[src/rtl/reglk_init_seq_if.sv]
// reglk_init_seq_if: simple en/we/addr/wdata/rdata slave port between the lock-word
// initiator (master) and the register-lock bank (slave).
interface reglk_init_seq_if #(
    parameter int AW = 64
);
    logic          req;
    logic          we;
    logic [AW-1:0] addr;
    logic [63:0]   wdata;
    logic          gnt;
    logic          rvalid;
    logic [63:0]   rdata;

    modport master (output req, we, addr, wdata, input gnt, rvalid, rdata);
    modport slave  (input req, we, addr, wdata, output gnt, rvalid, rdata);
endinterface

[src/rtl/reglk_init_seq.sv]
// reglk_init_seq: boot-time initiator writing NUM_WORDS lock words to the lock bank;
// readback verification is built only with REGLK_INIT_VERIFY_EN defined.
module reglk_init_seq #(
    parameter int                        AXI_ADDR_WIDTH = 64,
    parameter int                        NUM_WORDS      = 6,
    parameter logic [AXI_ADDR_WIDTH-1:0] BASE_ADDR      = '0,
    parameter int                        TIMEOUT_CYCLES = 255
) (
    input  logic                   clk_i,
    input  logic                   rst_ni,
    input  logic                   start_i,
    input  logic [32*NUM_WORDS-1:0] lock_words_i,
    reglk_init_seq_if.master       bus,
    output logic                   busy_o,
    output logic                   done_o,
    output logic                   err_o,
    output logic                   err_timeout_o,
    output logic [4:0]             err_idx_o
);
    typedef enum logic [2:0] {IDLE, WR, RD_REQ, RD_WAIT, DONE, ERROR} state_e;

    localparam logic [4:0]  LAST_IDX = 5'(NUM_WORDS - 1);
    localparam logic [15:0] CNT_LIM  = 16'(TIMEOUT_CYCLES - 1);

    state_e      state_q, state_d;
    logic [4:0]  idx_q, idx_d, err_idx_q, err_idx_d;
    logic [15:0] cnt_q, cnt_d;
    logic        err_to_q, err_to_d;
    logic        capture, last, expired, waiting, req, we;
    logic [31:0] words_q [NUM_WORDS];
    logic [31:0] cur_word;

    always_comb begin
        cur_word = '0;
        for (int k = 0; k < NUM_WORDS; k++)
            if (idx_q == 5'(k)) cur_word = words_q[k];
    end

    assign last    = idx_q == LAST_IDX;
    assign expired = cnt_q == CNT_LIM;

`ifdef REGLK_INIT_VERIFY_EN
    assign waiting = ((state_q == WR || state_q == RD_REQ) && !bus.gnt) ||
                     (state_q == RD_WAIT && !bus.rvalid);
`else
    logic unused_rd;
    assign unused_rd = ^{bus.rvalid, bus.rdata};
    assign waiting   = state_q == WR && !bus.gnt;
`endif

    always_comb begin
        state_d   = state_q;
        idx_d     = idx_q;
        cnt_d     = '0;
        err_to_d  = err_to_q;
        err_idx_d = err_idx_q;
        capture   = 1'b0;
        case (state_q)
            IDLE, DONE, ERROR: if (start_i) begin
                capture   = 1'b1;
                state_d   = WR;
                idx_d     = '0;
                err_to_d  = 1'b0;
                err_idx_d = '0;
            end
            WR: if (bus.gnt) begin
`ifdef REGLK_INIT_VERIFY_EN
                state_d = last ? RD_REQ : WR;
`else
                state_d = last ? DONE : WR;
`endif
                idx_d   = last ? 5'd0 : idx_q + 5'd1;
            end
`ifdef REGLK_INIT_VERIFY_EN
            RD_REQ: if (bus.gnt) state_d = RD_WAIT;
            RD_WAIT: if (bus.rvalid) begin
                if (bus.rdata != {32'b0, cur_word}) begin
                    state_d   = ERROR;
                    err_to_d  = 1'b0;
                    err_idx_d = idx_q;
                end else begin
                    state_d = last ? DONE : RD_REQ;
                    idx_d   = last ? idx_q : idx_q + 5'd1;
                end
            end
`endif
            default: state_d = IDLE;
        endcase
        // a grant/valid in the limit cycle never reaches here, so it wins over the timeout
        if (waiting) begin
            if (expired) begin
                state_d   = ERROR;
                err_to_d  = 1'b1;
                err_idx_d = idx_q;
            end else begin
                cnt_d = cnt_q + 16'd1;
            end
        end
    end

    always_ff @(posedge clk_i or negedge rst_ni) begin
        if (!rst_ni) begin
            state_q   <= IDLE;
            idx_q     <= '0;
            cnt_q     <= '0;
            err_to_q  <= 1'b0;
            err_idx_q <= '0;
            for (int k = 0; k < NUM_WORDS; k++) words_q[k] <= '0;
        end else begin
            state_q   <= state_d;
            idx_q     <= idx_d;
            cnt_q     <= cnt_d;
            err_to_q  <= err_to_d;
            err_idx_q <= err_idx_d;
            if (capture)
                for (int k = 0; k < NUM_WORDS; k++) words_q[k] <= lock_words_i[32*k +: 32];
        end
    end

    // gating with rst_ni drops the request in the same cycle reset is asserted
    assign req       = rst_ni && (state_q == WR || state_q == RD_REQ);
    assign we        = rst_ni && state_q == WR;
    assign bus.req   = req;
    assign bus.we    = we;
    assign bus.addr  = req ? BASE_ADDR + AXI_ADDR_WIDTH'({idx_q, 3'b000}) : '0;
    assign bus.wdata = we ? {32'b0, cur_word} : 64'd0;

    assign busy_o        = state_q == WR || state_q == RD_REQ || state_q == RD_WAIT;
    assign done_o        = state_q == DONE;
    assign err_o         = state_q == ERROR;
    assign err_timeout_o = err_to_q;
    assign err_idx_o     = err_idx_q;
endmodule

[src/flat_wrapper.sv]
// flat-port wrapper written by rule: the top's interface ports become plain ports
module reglk_init_seq_flat 
#(
    parameter int                        AXI_ADDR_WIDTH = 64,
    parameter int                        NUM_WORDS      = 6,
    parameter logic [AXI_ADDR_WIDTH-1:0] BASE_ADDR      = '0,
    parameter int                        TIMEOUT_CYCLES = 255
)
  (clk_i, rst_ni, start_i, lock_words_i, busy_o, done_o, err_o, err_timeout_o, err_idx_o, bus_req, bus_we, bus_addr, bus_wdata, bus_gnt, bus_rvalid, bus_rdata);
  reglk_init_seq_if #(.AW(64)) bus_i ();
  input  logic clk_i;
  input  logic rst_ni;
  input  logic start_i;
  input  logic [32*NUM_WORDS-1:0] lock_words_i;
  output logic busy_o;
  output logic done_o;
  output logic err_o;
  output logic err_timeout_o;
  output logic [4:0] err_idx_o;
  output wire logic [$bits(bus_i.req)-1:0] bus_req;
  output wire logic [$bits(bus_i.we)-1:0] bus_we;
  output wire logic [$bits(bus_i.addr)-1:0] bus_addr;
  output wire logic [$bits(bus_i.wdata)-1:0] bus_wdata;
  input wire logic [$bits(bus_i.gnt)-1:0] bus_gnt;
  input wire logic [$bits(bus_i.rvalid)-1:0] bus_rvalid;
  input wire logic [$bits(bus_i.rdata)-1:0] bus_rdata;
  assign bus_req = bus_i.req;
  assign bus_we = bus_i.we;
  assign bus_addr = bus_i.addr;
  assign bus_wdata = bus_i.wdata;
  assign bus_i.gnt = bus_gnt;
  assign bus_i.rvalid = bus_rvalid;
  assign bus_i.rdata = bus_rdata;
  reglk_init_seq #(.AXI_ADDR_WIDTH(AXI_ADDR_WIDTH), .NUM_WORDS(NUM_WORDS), .BASE_ADDR(BASE_ADDR), .TIMEOUT_CYCLES(TIMEOUT_CYCLES)) u_core (.clk_i(clk_i), .rst_ni(rst_ni), .start_i(start_i), .lock_words_i(lock_words_i), .bus(bus_i), .busy_o(busy_o), .done_o(done_o), .err_o(err_o), .err_timeout_o(err_timeout_o), .err_idx_o(err_idx_o));
endmodule
[config.mk]
export PLATFORM = sky130hd
export DESIGN_NAME = reglk_init_seq_flat
export DESIGN_NICKNAME = d
export VERILOG_FILES = /design/src/rtl/reglk_init_seq_if.sv /design/src/rtl/reglk_init_seq.sv /design/src/flat_wrapper.sv
export SDC_FILE = /design/constraint.sdc
export NUM_CORES = 1
export LEC_CHECK = 0
export ABC_CLOCK_PERIOD_IN_PS = 5300
export BUFFER_PORTS_ARGS = -buffer_cell sky130_fd_sc_hd__buf_2
export CAP_MARGIN = 10
export CORE_MARGIN = 10
export CORE_UTILIZATION = 54
export CTS_CLUSTER_SIZE = 14
export DETAILED_ROUTE_END_ITERATION = 10
export GPL_ROUTABILITY_DRIVEN = 0
export PLACE_DENSITY_LB_ADDON = 0.2
export SYNTH_ARGS = -nofsm -noshare
export SYNTH_HDL_FRONTEND = slang
export SYNTH_SLANG_ARGS = --single-unit
[constraint.sdc]
create_clock -name clk_i -period 5.3 [get_ports clk_i]
set_input_delay 0.53 -clock clk_i [delete_from_list [all_inputs] [get_ports clk_i]]
set_output_delay 0.53 -clock clk_i [all_outputs]
set_load 0.01 [all_outputs]
After elaboration in Yosys (flattened, before gate mapping)
Index checks and enable logic that the tools add are counted.

Register bits after elaboration: 222. Output and inout bits: 139.

$add $sub $neg: 2. Equality and inequality tests: 13. Muxes and demuxes: 30. Reductions and logical operators: 11.

Operators by type and width (number): 2-to-1 mux 32 bit (7); 2-to-1 mux 5 bit (7); 2-to-1 mux 16 bit (2); adder 16 x 1 -> 16 bit, second input constant (1); equality test 16 x 8 -> 1 bit, second input constant (1); 2-to-1 mux 3 bit (5); equality test 5 x 2 -> 1 bit, second input constant (2); equality test 5 x 3 -> 1 bit, second input constant (2); one-hot mux 5 bit (2 select lines) (1); 2-to-1 mux 8 bit (1); equality test 3 x 2 -> 1 bit, second input constant (2); equality test 3 bit, second input constant (2); 2-to-1 mux 1 bit (6); one-hot mux 3 bit (2 select lines) (1); adder 5 x 1 -> 5 bit, second input constant (1); equality test 5 x 1 -> 1 bit, second input constant (1); zero test 5 bit (1); != test 2 bit, second input constant (2); equality test 3 x 1 -> 1 bit, second input constant (1); logical AND 1 bit (3); zero test 3 bit (1); AND reduction 3 bit (1); OR reduction 3 bit (1); logical OR 1 bit (2); 2 further kinds (2).

Logic depth before layout (Yosys ltp)
Gate-level depths: netlist of run 1.

Depth after elaboration: 8. Mapped depth: 8. Depth with buffers taken out: 6.

Worst setup path before layout of run 1
No wires, ideal clock.

Path type: register to output. Start point: register u_core.idx_q[0]. End point: output port bus_wdata[22]. Arrival: 1755 ps. Path slack: 3015 ps. Cell stages (with the launch flop): 9. Buffers on the path: 2. Cell sequence: dfrtp_1 > inv_1 > ha_1 > clkbuf_1 > nand2_1 > clkbuf_1 > o21ai_0 > o2bb2ai_1 > o32ai_1.

Word-level cells in the longest chain between the ends: 8.

RTL lines: from (decl) (RTL line reglk_init_seq.sv:26) `logic [4:0] idx_q, idx_d, err_idx_q, err_idx_d;`; from (signal assigned) (RTL line reglk_init_seq.sv:111) `idx_q <= idx_d;`; zero test 5 bit (RTL line reglk_init_seq.sv:36) `if (idx_q == 5'(k)) cur_word = words_q[k];`; 2-to-1 mux 32 bit (5 in series) (RTL line reglk_init_seq.sv:36); 2-to-1 mux 32 bit (*) (RTL line reglk_init_seq.sv:36); 2-to-1 mux 32 bit (*) (RTL line reglk_init_seq.sv:126) `assign bus.wdata = we ? {32'b0, cur_word} : 64'd0;`; to (decl) (RTL line flat_wrapper.sv:23) `output wire logic [$bits(bus_i.wdata)-1:0] bus_wdata;`.

Mark *: on every way between the ends. The rest lies on a longest branch, timed or not.

Worst setup path after layout of run 1
Start point: register u_core.idx_q[3]. End point: output port bus_wdata[25].

Same word-level chain as after synthesis.

==> flow_metrics.env, run 1 <==
export IMPL_yosysSeqAreaShare=0.493
export IMPL_drt_iter0_markers=951
export IMPL_mostFrequentLayoutCells="nand2_1 (660), buf_2 (242), dfrtp_1 (222), conb_1 (92), nor2_1 (81)"
export IMPL_synth_seq_cells=222
export IMPL_cts_tree="yes"
export IMPL_fmax_mhz=254
export IMPL_overflow=0
export IMPL_gr_usage_met3=0.0540
export IMPL_syn_to_final_growth_pct=16.5
export IMPL_tns_ns=0
export IMPL_use_met2=0.373
export IMPL_final_common_cell="nand2_1"
export IMPL_drtPass1Iterations=5
export IMPL_worst_clock_skew_ns=0.0169
export IMPL_fp_dieH_um=164
export IMPL_hold_class="primary input to register"
export IMPL_ys_flop_type="dfrtp_1"
export IMPL_power_density_nw_per_um2=374
export IMPL_synthAdderAreaFrac=0.00666
export IMPL_place_hpwl_mm=23.9
export IMPL_required_ns=4.77
export IMPL_antenna_found_initial=0
export IMPL_timing_final_ws_setup_ns=1.37
export IMPL_drc=0
export IMPL_place_area_um2=12200
export IMPL_core_um2=20400
export IMPL_cts_buffer_depth=3
export IMPL_start_util=0.554
export IMPL_yosysUniqueCellTypes=46
export IMPL_final_hold_violation_count=0
export IMPL_start_kind="register"
export IMPL_grt_setup_unrepaired="no"
export IMPL_ys_async_sr_fraction=1.00
export IMPL_worst_setup_path_end_kind="output port"
export IMPL_synth_xor_area_frac=0.0117
export IMPL_root_buffer="clkbuf_16"
export IMPL_synthMuxAreaShare=0.00444
export IMPL_worstPathArrival_ns=3.40
export IMPL_worst_pin_slew_ns=1.17
export IMPL_place_ws_ns=1.98
export IMPL_worstSkewPairLatency_ns=0.52
export IMPL_fin_nets=1868
export IMPL_ys_warn_count=0
export IMPL_insertedDiodeCount=0
export IMPL_drv_slew=0
export IMPL_cts_inserted_buffers=25
export IMPL_p_leak_nw=7.07
export IMPL_maxCapViolations=0
export IMPL_final_core_util=0.645
export IMPL_ant_nets=0
export IMPL_netlist_area_um2=11300
export IMPL_htreeDepth=1
export IMPL_path_max_fanout=36
export IMPL_row_count=52
export IMPL_grt_max_degree=98
export IMPL_wl_per_cell_um=18.1
export IMPL_design_area_um2=13100
export IMPL_postSynthCellCount=1408
export IMPL_io_buffers=243
export IMPL_num_vias=9740
export IMPL_status="finished clean"
export IMPL_clkSinkCount=222
export IMPL_fin_hold_ws_ns=0.191
export IMPL_slew_headroom=0.219
export IMPL_period_share=0.742
export IMPL_pin_count=400
export IMPL_clk_pin_slew_ns=0.06
export IMPL_viasPerCell=5.16
export IMPL_drive_gt1_frac=0.187
export IMPL_grt_first_pass_wirelength_mm=52.4
export IMPL_worstSetupPathType="register to output port"
export IMPL_final_setup_viol_count=0
export IMPL_grt_use_met1=0.336
export IMPL_synth_edff_count=0
export IMPL_fin_crit_ns=3.93
export IMPL_final_cells=1889
export IMPL_synth_top_family_by_area="simple AND/OR/NAND/NOR gates"
export IMPL_power_mw=4.91
export IMPL_grt_busiest_layer="met2"
export IMPL_dieArea_um2=27100
export IMPL_r2r_setup_slack_ns=2.76
export IMPL_place_inst=1843
export IMPL_chipWidth_um=164
export IMPL_grt_pass1_vias=9520
export IMPL_grt_usage=0.241
export IMPL_wl_mm=34.1
export IMPL_synthSimpleGateAreaFrac=0.276
export IMPL_ir_worst_vdd_mv=0.278
export IMPL_avgSynthCellArea_um2=8.01
export IMPL_synth_compound_area_frac=0.106
Yosys cell counts (6+ instances only):
cell type,count,area [µm²]
nand2_1,660,2480
dfrtp_1,222,5560
buf_4,93,698
nor2_1,81,304
buf_2,50,250
o21ai_0,41,205
a21oi_1,31,155
a211oi_1,30,225
clkbuf_1,30,113
o2bb2ai_1,30,263
o32ai_1,26,228
xnor2_1,14,123
inv_1,12,45.0
nand3_1,11,55.1
buf_1,7,26.3
and2_1,6,37.5
ha_1,6,75.1
nor3_1,6,30.0
routing by layer:
layer,part of all wire,up-vias,wire length (µm)
met2,0.46,396,15700
met5,0,-,0
li1,-,4739,-
met3,0.096,49,3270
met1,0.42,4556,14400
met4,0.023,0,773
worst max-delay path, stage by stage, from the launching register on:
cell     delay (ns)
dfrtp_1        0.49
nor2_4         0.79
nand3_1        0.67
buf_4          0.42
o32ai_1        0.25
buf_2          0.23
layout make-up:
class | instances | area, µm²
fill | 1828 | 7240
sequential | 222 | 5560
multi-input combinational | 1084 | 4950
timing repair buffer | 256 | 1340
clock buffer | 38 | 734
tap | 270 | 338
clock inverter | 7 | 164
inverter | 12 | 45.0
where the power goes:
group          total (mW)  leakage (nW)  switching, mW  internal, mW
registers            2.08          2.80          0.140          1.94
clock network        1.89         0.439          0.696          1.19
logic               0.936          3.83          0.622         0.314
repair_timing:
action                                 4_1_cts  5_1_grt
hold buffers                                 1        0
endpoints found under the hold margin       35        0
gates resized for setup                      0        0
setup buffers                                0        0
path summary, 6_finish.rpt:
kind,depth (start not counted),to,from
max in group asynchronous,4,u_core.words_q[105]$_DFFE_PN0P_,rst_ni
worst min-delay path,3,u_core.words_q[53]$_DFFE_PN0P_,lock_words_i[149]
min in group asynchronous,2,u_core.idx_q[3]$_DFFE_PN0P_,rst_ni
worst max register to register,5,u_core.words_q[103]$_DFFE_PN0P_,u_core.state_q[2]$_DFF_PN0_
worst min register to register,2,u_core.words_q[76]$_DFFE_PN0P_,u_core.words_q[76]$_DFFE_PN0P_
worst max-delay path,5,bus_wdata[25],u_core.idx_q[3]$_DFFE_PN0P_
registers in the layout, summed over array words and instances (netlist names):
signal,flops
u_core.cnt_q,16
u_core.words_q,192
u_core.err_timeout_o,1
u_core.err_idx_o,5
u_core.state_q,3
u_core.idx_q,5
cell families (layout without fill, tap and decap cells):
logic type	after synthesis	in the layout
AO/OA/AOI/OAI	173	173
XOR/XNOR	15	15
adder cells (fa/ha/maj)	6	6
buffers and inverters	193	313
flip-flops	222	222
multiplexers	5	5
other	1	92
AND/OR/NAND/NOR	793	793
Power figures use the tool's default switching activity.
==> inputs of run 2 (changes only) <==
--- a/config.mk
+++ b/config.mk
@@ -5,11 +5,11 @@
 export SDC_FILE = /design/constraint.sdc
 export NUM_CORES = 1
 export LEC_CHECK = 0
-export ABC_CLOCK_PERIOD_IN_PS = 5300
+export ABC_CLOCK_PERIOD_IN_PS = 3400
 export BUFFER_PORTS_ARGS = -buffer_cell sky130_fd_sc_hd__buf_2
 export CAP_MARGIN = 10
 export CORE_MARGIN = 10
-export CORE_UTILIZATION = 54
+export CORE_UTILIZATION = 46
 export CTS_CLUSTER_SIZE = 14
 export DETAILED_ROUTE_END_ITERATION = 10
 export GPL_ROUTABILITY_DRIVEN = 0
==> constraint.sdc (replaced) <==
create_clock -name clk_i -period 3.4 [get_ports clk_i]
set_input_delay 0.34 -clock clk_i [delete_from_list [all_inputs] [get_ports clk_i]]
set_output_delay 0.34 -clock clk_i [all_outputs]
set_load 0.01 [all_outputs]
==> flow_metrics.env, run 2 (synthesized netlist as in run 1, its figures left out) <==
export IMPL_status="finished clean"
export IMPL_largest_reg_flops=192
export IMPL_maxCapViolations=0
export IMPL_final_common_cell="nand2_1"
export IMPL_power_density_nw_per_um2=539
export IMPL_final_setup_viol_count=0
export IMPL_r2r_setup_slack_ns=1.34
export IMPL_wl_mm=35.2
export IMPL_mostFrequentLayoutCells="nand2_1 (660), buf_2 (242), dfrtp_1 (222), conb_1 (92), nor2_1 (81)"
export IMPL_worst_pin_slew_ns=0.999
export IMPL_start_kind="register"
export IMPL_final_cells=1998
export IMPL_wl_per_cell_um=17.6
export IMPL_path_max_fanout=18
export IMPL_required_ns=3.06
export IMPL_chipWidth_um=177
export IMPL_grt_max_degree=78
export IMPL_cts_tree="yes"
export IMPL_worst_setup_path_end_kind="output port"
export IMPL_worst_clock_skew_ns=0.00698
export IMPL_row_count=57
export IMPL_fin_crit_ns=3.31
export IMPL_clk_pin_slew_ns=0.06
export IMPL_slew_headroom=0.334
export IMPL_regMostFlops="u_core.words_q"
export IMPL_root_buffer="clkbuf_16"
export IMPL_reg_top3="u_core.words_q (192), u_core.cnt_q (16)"
export IMPL_tns_ns=0
export IMPL_cts_inserted_buffers=25
export IMPL_io_buffers=243
export IMPL_holdPathEnd="u_core.words_q[61]$_DFFE_PN0P_"
export IMPL_hp_start="lock_words_i[157]"
export IMPL_start_util=0.465
export IMPL_p_leak_nw=7.29
export IMPL_antenna_found_initial=2
export IMPL_core_um2=24200
export IMPL_num_vias=9902
export IMPL_overflow=0
export IMPL_ant_nets=0
export IMPL_worstSkewPairLatency_ns=0.52
export IMPL_fmax_mhz=302
export IMPL_fp_dieH_um=177
export IMPL_hold_depth=3
export IMPL_regToRegEndpoint="u_core.words_q[156]$_DFFE_PN0P_"
export IMPL_worstSetupPathType="register to output port"
export IMPL_final_hold_violation_count=0
export IMPL_drv_slew=0
export IMPL_worstPathArrival_ns=2.97
export IMPL_drc=0
export IMPL_fin_nets=1926
export IMPL_fin_hold_ws_ns=0.0141
export IMPL_period_share=0.973
export IMPL_clkSinkCount=222
export IMPL_drtPass1Iterations=5
export IMPL_cts_buffer_depth=3
export IMPL_htreeDepth=1
export IMPL_place_hpwl_mm=24.5
export IMPL_grt_first_pass_wirelength_mm=54.3
export IMPL_pin_count=400
export IMPL_grt_setup_unrepaired="no"
export IMPL_dieArea_um2=31200
export IMPL_drt_iter0_markers=967
export IMPL_grt_usage=0.216
export IMPL_crit_reg2reg_launch="u_core.state_q[2]$_DFF_PN0_"
export IMPL_ir_worst_vdd_mv=0.301
export IMPL_hold_class="primary input to register"
export IMPL_worst_r2r_cell_count=5
export IMPL_syn_to_final_growth_pct=21.4
export IMPL_grt_pass1_vias=9770
export IMPL_drive_gt1_frac=0.191
export IMPL_place_inst=1913
export IMPL_viasPerCell=4.96
## run 2: changes by cell type in the layout (fill, tap and decap cells not counted)
cell / before / now
a211oi_2: 0 / 1
clkbuf_1: 7 / 3
clkinvlp_4: 0 / 1
a211oi_1: 30 / 29
nand3_1: 10 / 9
dlygate4sd3_1: 1 / 43
diode_2: 0 / 2
clkbuf_8: 6 / 8
buf_4: 11 / 22
nand3_2: 0 / 1
buf_12: 1 / 6
bufinv_16: 5 / 0
clkinv_2: 1 / 2
## run 2: per-stage QoR
stage                     power [mW]  cell area [µm²]  utilization  setup slack [ns]
final                           7.38            13700        0.565            0.0927
after detailed placement        4.79            12500        0.514             0.706
after floorplan                 4.25            11600            -              1.30
after global placement          4.76            12500        0.514             0.740
after CTS                       7.43            13700        0.564             0.147
after global routing            7.80            13700        0.565            0.0232
## run 2: final cells by class
class	instances	area (µm²)
diodes	2	5.00
flip-flops and latches	222	5560
clock buffers	36	747
repair buffers	314	1940
inverters	12	45.0
multi-input cells	1084	4960
clock inverters	4	26.3
well taps	324	405
fillers	2296	10600
## run 2: worst max path at each step
| stage | from | end | slack, ns | depth (start not counted) |
|---|---|---|---|---|
| finish | u_core.idx_q[0]$_DFFE_PN0P_ | bus_wdata[10] | 0.09 | 7 |
| global route | u_core.idx_q[1]$_DFFE_PN0P_ | bus_wdata[31] | 0.02 | 7 |
| CTS | u_core.idx_q[0]$_DFFE_PN0P_ | bus_wdata[16] | 0.15 | 7 |
| detailed placement | u_core.idx_q[0]$_DFFE_PN0P_ | bus_wdata[16] | 0.71 | 7 |
| global placement | u_core.idx_q[0]$_DFFE_PN0P_ | bus_wdata[14] | 0.74 | 7 |
| floorplan | u_core.idx_q[0]$_DFFE_PN0P_ | bus_wdata[22] | 1.30 | 8 |
## run 2: report_power, final
part | switching [mW] | internal, mW
combinational | 0.988 | 0.571
clock | 1.07 | 1.51
sequential | 0.220 | 3.03
## run 2: critical path, stage by stage, from the launching register on
cell      delay [ns]
dfrtp_1         0.50
inv_1           0.14
ha_1            0.23
or2_2           0.47
buf_4           0.27
a211oi_1        0.50
o32ai_1         0.16
buf_2           0.16
## run 2: timing repair
action	4_1_cts	5_1_grt
gates resized for setup	0	1
endpoints found under the hold margin	77	0
hold buffers	43	0
setup buffers	0	0
setup endpoints to repair	0	1
## run 2: per-layer routing
| metal | up-vias | track usage | part of all wire |
|---|---|---|---|
| li1 | 4847 | - | - |
| met1 | 4580 | 0.311 | 0.45 |
| met2 | 413 | 0.324 | 0.44 |
| met5 | - | 0 | 0 |
| met3 | 62 | 0.0440 | 0.085 |
| met4 | 0 | 0.0557 | 0.024 |
==> inputs of run 3 (changes only) <==
==> constraint.sdc (replaced) <==
create_clock -name clk_i -period 3.4 [get_ports clk_i]
set_input_delay 0.17 -clock clk_i [delete_from_list [all_inputs] [get_ports clk_i]]
set_output_delay 0.17 -clock clk_i [all_outputs]
set_load 0.01 [all_outputs]
==> flow_metrics.env, run 3 (synthesized netlist as in run 1, its figures left out) <==
export IMPL_drive_gt1_frac=0.175
export IMPL_final_setup_viol_count=0
export IMPL_num_vias=10800
export IMPL_fin_crit_ns=3.26
export IMPL_worstSetupPathType="register to output port"
export IMPL_routed_top_layer="met4"
export IMPL_required_ns=3.23
export IMPL_fin_hold_ws_ns=0.0678
export IMPL_worst_setup_path_end_kind="output port"
export IMPL_final_common_cell="nand2_1"
export IMPL_slew_headroom=0.416
export IMPL_fin_nets=2075
export IMPL_cts_buffer_depth=3
export IMPL_drv_slew=0
export IMPL_wl_mm=38.7
export IMPL_fmax_mhz=307
export IMPL_grt_first_pass_wirelength_mm=60.5
export IMPL_cp_num_buf_inv=2
export IMPL_hold_class="primary input to register"
export IMPL_dr_wl_met2_mm=17.6
export IMPL_worst_pin_slew_ns=0.876
export IMPL_grt_pass1_vias=10800
export IMPL_ir_worst_vdd_mv=0.444
export IMPL_core_um2=24200
export IMPL_start_kind="register"
export IMPL_nFillCells=2071
export IMPL_worst_clock_skew_ns=0.0138
export IMPL_place_hpwl_mm=25.2
export IMPL_chipWidth_um=177
export IMPL_drtPass1Iterations=5
export IMPL_antenna_found_initial=4
export IMPL_worstSkewPairLatency_ns=0.52
export IMPL_cts_inserted_buffers=25
export IMPL_r2r_setup_slack_ns=1.07
export IMPL_clk_pin_slew_ns=0.06
export IMPL_ant_nets=0
export IMPL_dr_wl_met3_mm=3.02
export IMPL_drc=0
export IMPL_clkSinkCount=222
export IMPL_htreeDepth=1
export IMPL_fp_dieH_um=177
export IMPL_power_density_nw_per_um2=504
export IMPL_reg_top3="u_core.words_q (192), u_core.cnt_q (16)"
export IMPL_tns_ns=0
export IMPL_path_max_fanout=18
export IMPL_drt_iter0_markers=1004
export IMPL_status="finished clean"
export IMPL_cp_slowest_cell="a211oi_1"
export IMPL_regMostFlops="u_core.words_q"
export IMPL_wl_per_cell_um=18.0
export IMPL_p_leak_nw=7.92
export IMPL_mostFrequentLayoutCells="nand2_1 (660), buf_2 (242), dfrtp_1 (222), dlygate4sd3_1 (194), conb_1 (92)"
export IMPL_pin_count=400
export IMPL_root_buffer="clkbuf_16"
export IMPL_io_buffers=243
export IMPL_maxCapViolations=0
export IMPL_cts_setup_buffers=0
export IMPL_final_hold_violation_count=0
export IMPL_start_util=0.465
export IMPL_grt_max_degree=68
export IMPL_row_count=57
export IMPL_multiInputGateArea_um2=4960
export IMPL_viasPerCell=5.00
export IMPL_slowest_delay_ns=0.66
export IMPL_dieArea_um2=31200
export IMPL_largest_reg_flops=192
export IMPL_grt_usage=0.240
export IMPL_cts_tree="yes"
export IMPL_syn_to_final_growth_pct=34.8
export IMPL_grt_setup_unrepaired="no"
export IMPL_drt_met1_wl_mm=16.7
export IMPL_overflow=0
export IMPL_ff_latch_area_um2=5560
export IMPL_critPathTopFamily="compound AO/OA/AOI/OAI gates"
export IMPL_period_share=0.959
export IMPL_worstPathArrival_ns=3.09
export IMPL_crit_chain="inv_1 -> ha_1 -> or2_2 -> a211oi_1 -> o32ai_1 -> buf_2"
==> run 3: routing by layer <==
metal	vias to the layer above	GRT usage
met5	-	0
met4	0	0.0911
met3	91	0.0536
met2	454	0.370
met1	5059	0.322
li1	5161	-
==> run 3: power by group <==
part / internal (mW) / switching [mW]
sequential: 3.03 / 0.227
clock: 1.62 / 1.09
combinational: 0.658 / 1.03
total: 5.31 / 2.35
==> run 3: timing repair <==
item / in CTS / in global routing
gates resized for setup: 0 / 1
hold buffers: 194 / 0
endpoints found under the hold margin: 238 / 0
endpoints found under the setup margin: 0 / 1
==> run 3: worst register-to-register path: stages, from the launching register on <==
cell and delay [ns]:
dfrtp_1 0.43, inv_1 0.17, ha_4 0.54, buf_4 0.59, nand4_1 0.23, o22ai_1 0.17, nor2_1 0.06
==> run 3: final cells by class <==
type | count | area share
Clock inverter | 8 | 0.00593
Timing Repair Buffer | 463 | 0.224
Antenna cell | 6 | 0.000988
Clock buffer | 35 | 0.0476
Sequential cell | 222 | 0.366
Tap cell | 324 | 0.0267
Multi-Input combinational cell | 1084 | 0.327
Inverter | 12 | 0.00296
==> run 3: path summary, 6_finish.rpt <==
| path | startpoint | endpoint | cells after the start |
|---|---|---|---|
| max | u_core.idx_q[0]$_DFFE_PN0P_ | bus_wdata[20] | 6 |
| min | bus_gnt | u_core.state_q[2]$_DFF_PN0_ | 3 |
| max reg2reg | u_core.idx_q[1]$_DFFE_PN0P_ | u_core.state_q[0]$_DFF_PN0_ | 6 |
| min reg2reg | u_core.words_q[83]$_DFFE_PN0P_ | u_core.words_q[83]$_DFFE_PN0P_ | 2 |
| max in group asynchronous | rst_ni | u_core.words_q[171]$_DFFE_PN0P_ | 4 |
| min in group asynchronous | rst_ni | u_core.err_idx_o[2]$_DFF_PN0_ | 2 |
==> run 3: stage by stage <==
step | utilization | worst slack [ns] | instance area (µm²) | instances | power [mW]
floorplan | - | 1.47 | 11600 | 1499 | 4.25
global placement | 0.512 | 0.820 | 12400 | 1911 | 4.73
detailed placement | 0.512 | 0.807 | 12400 | 1911 | 4.77
CTS | 0.626 | 0.209 | 15200 | 2148 | 7.66
global route | 0.627 | 0.0553 | 15200 | 2152 | 8.05
finish | 0.627 | 0.139 | 15200 | 2154 | 7.66
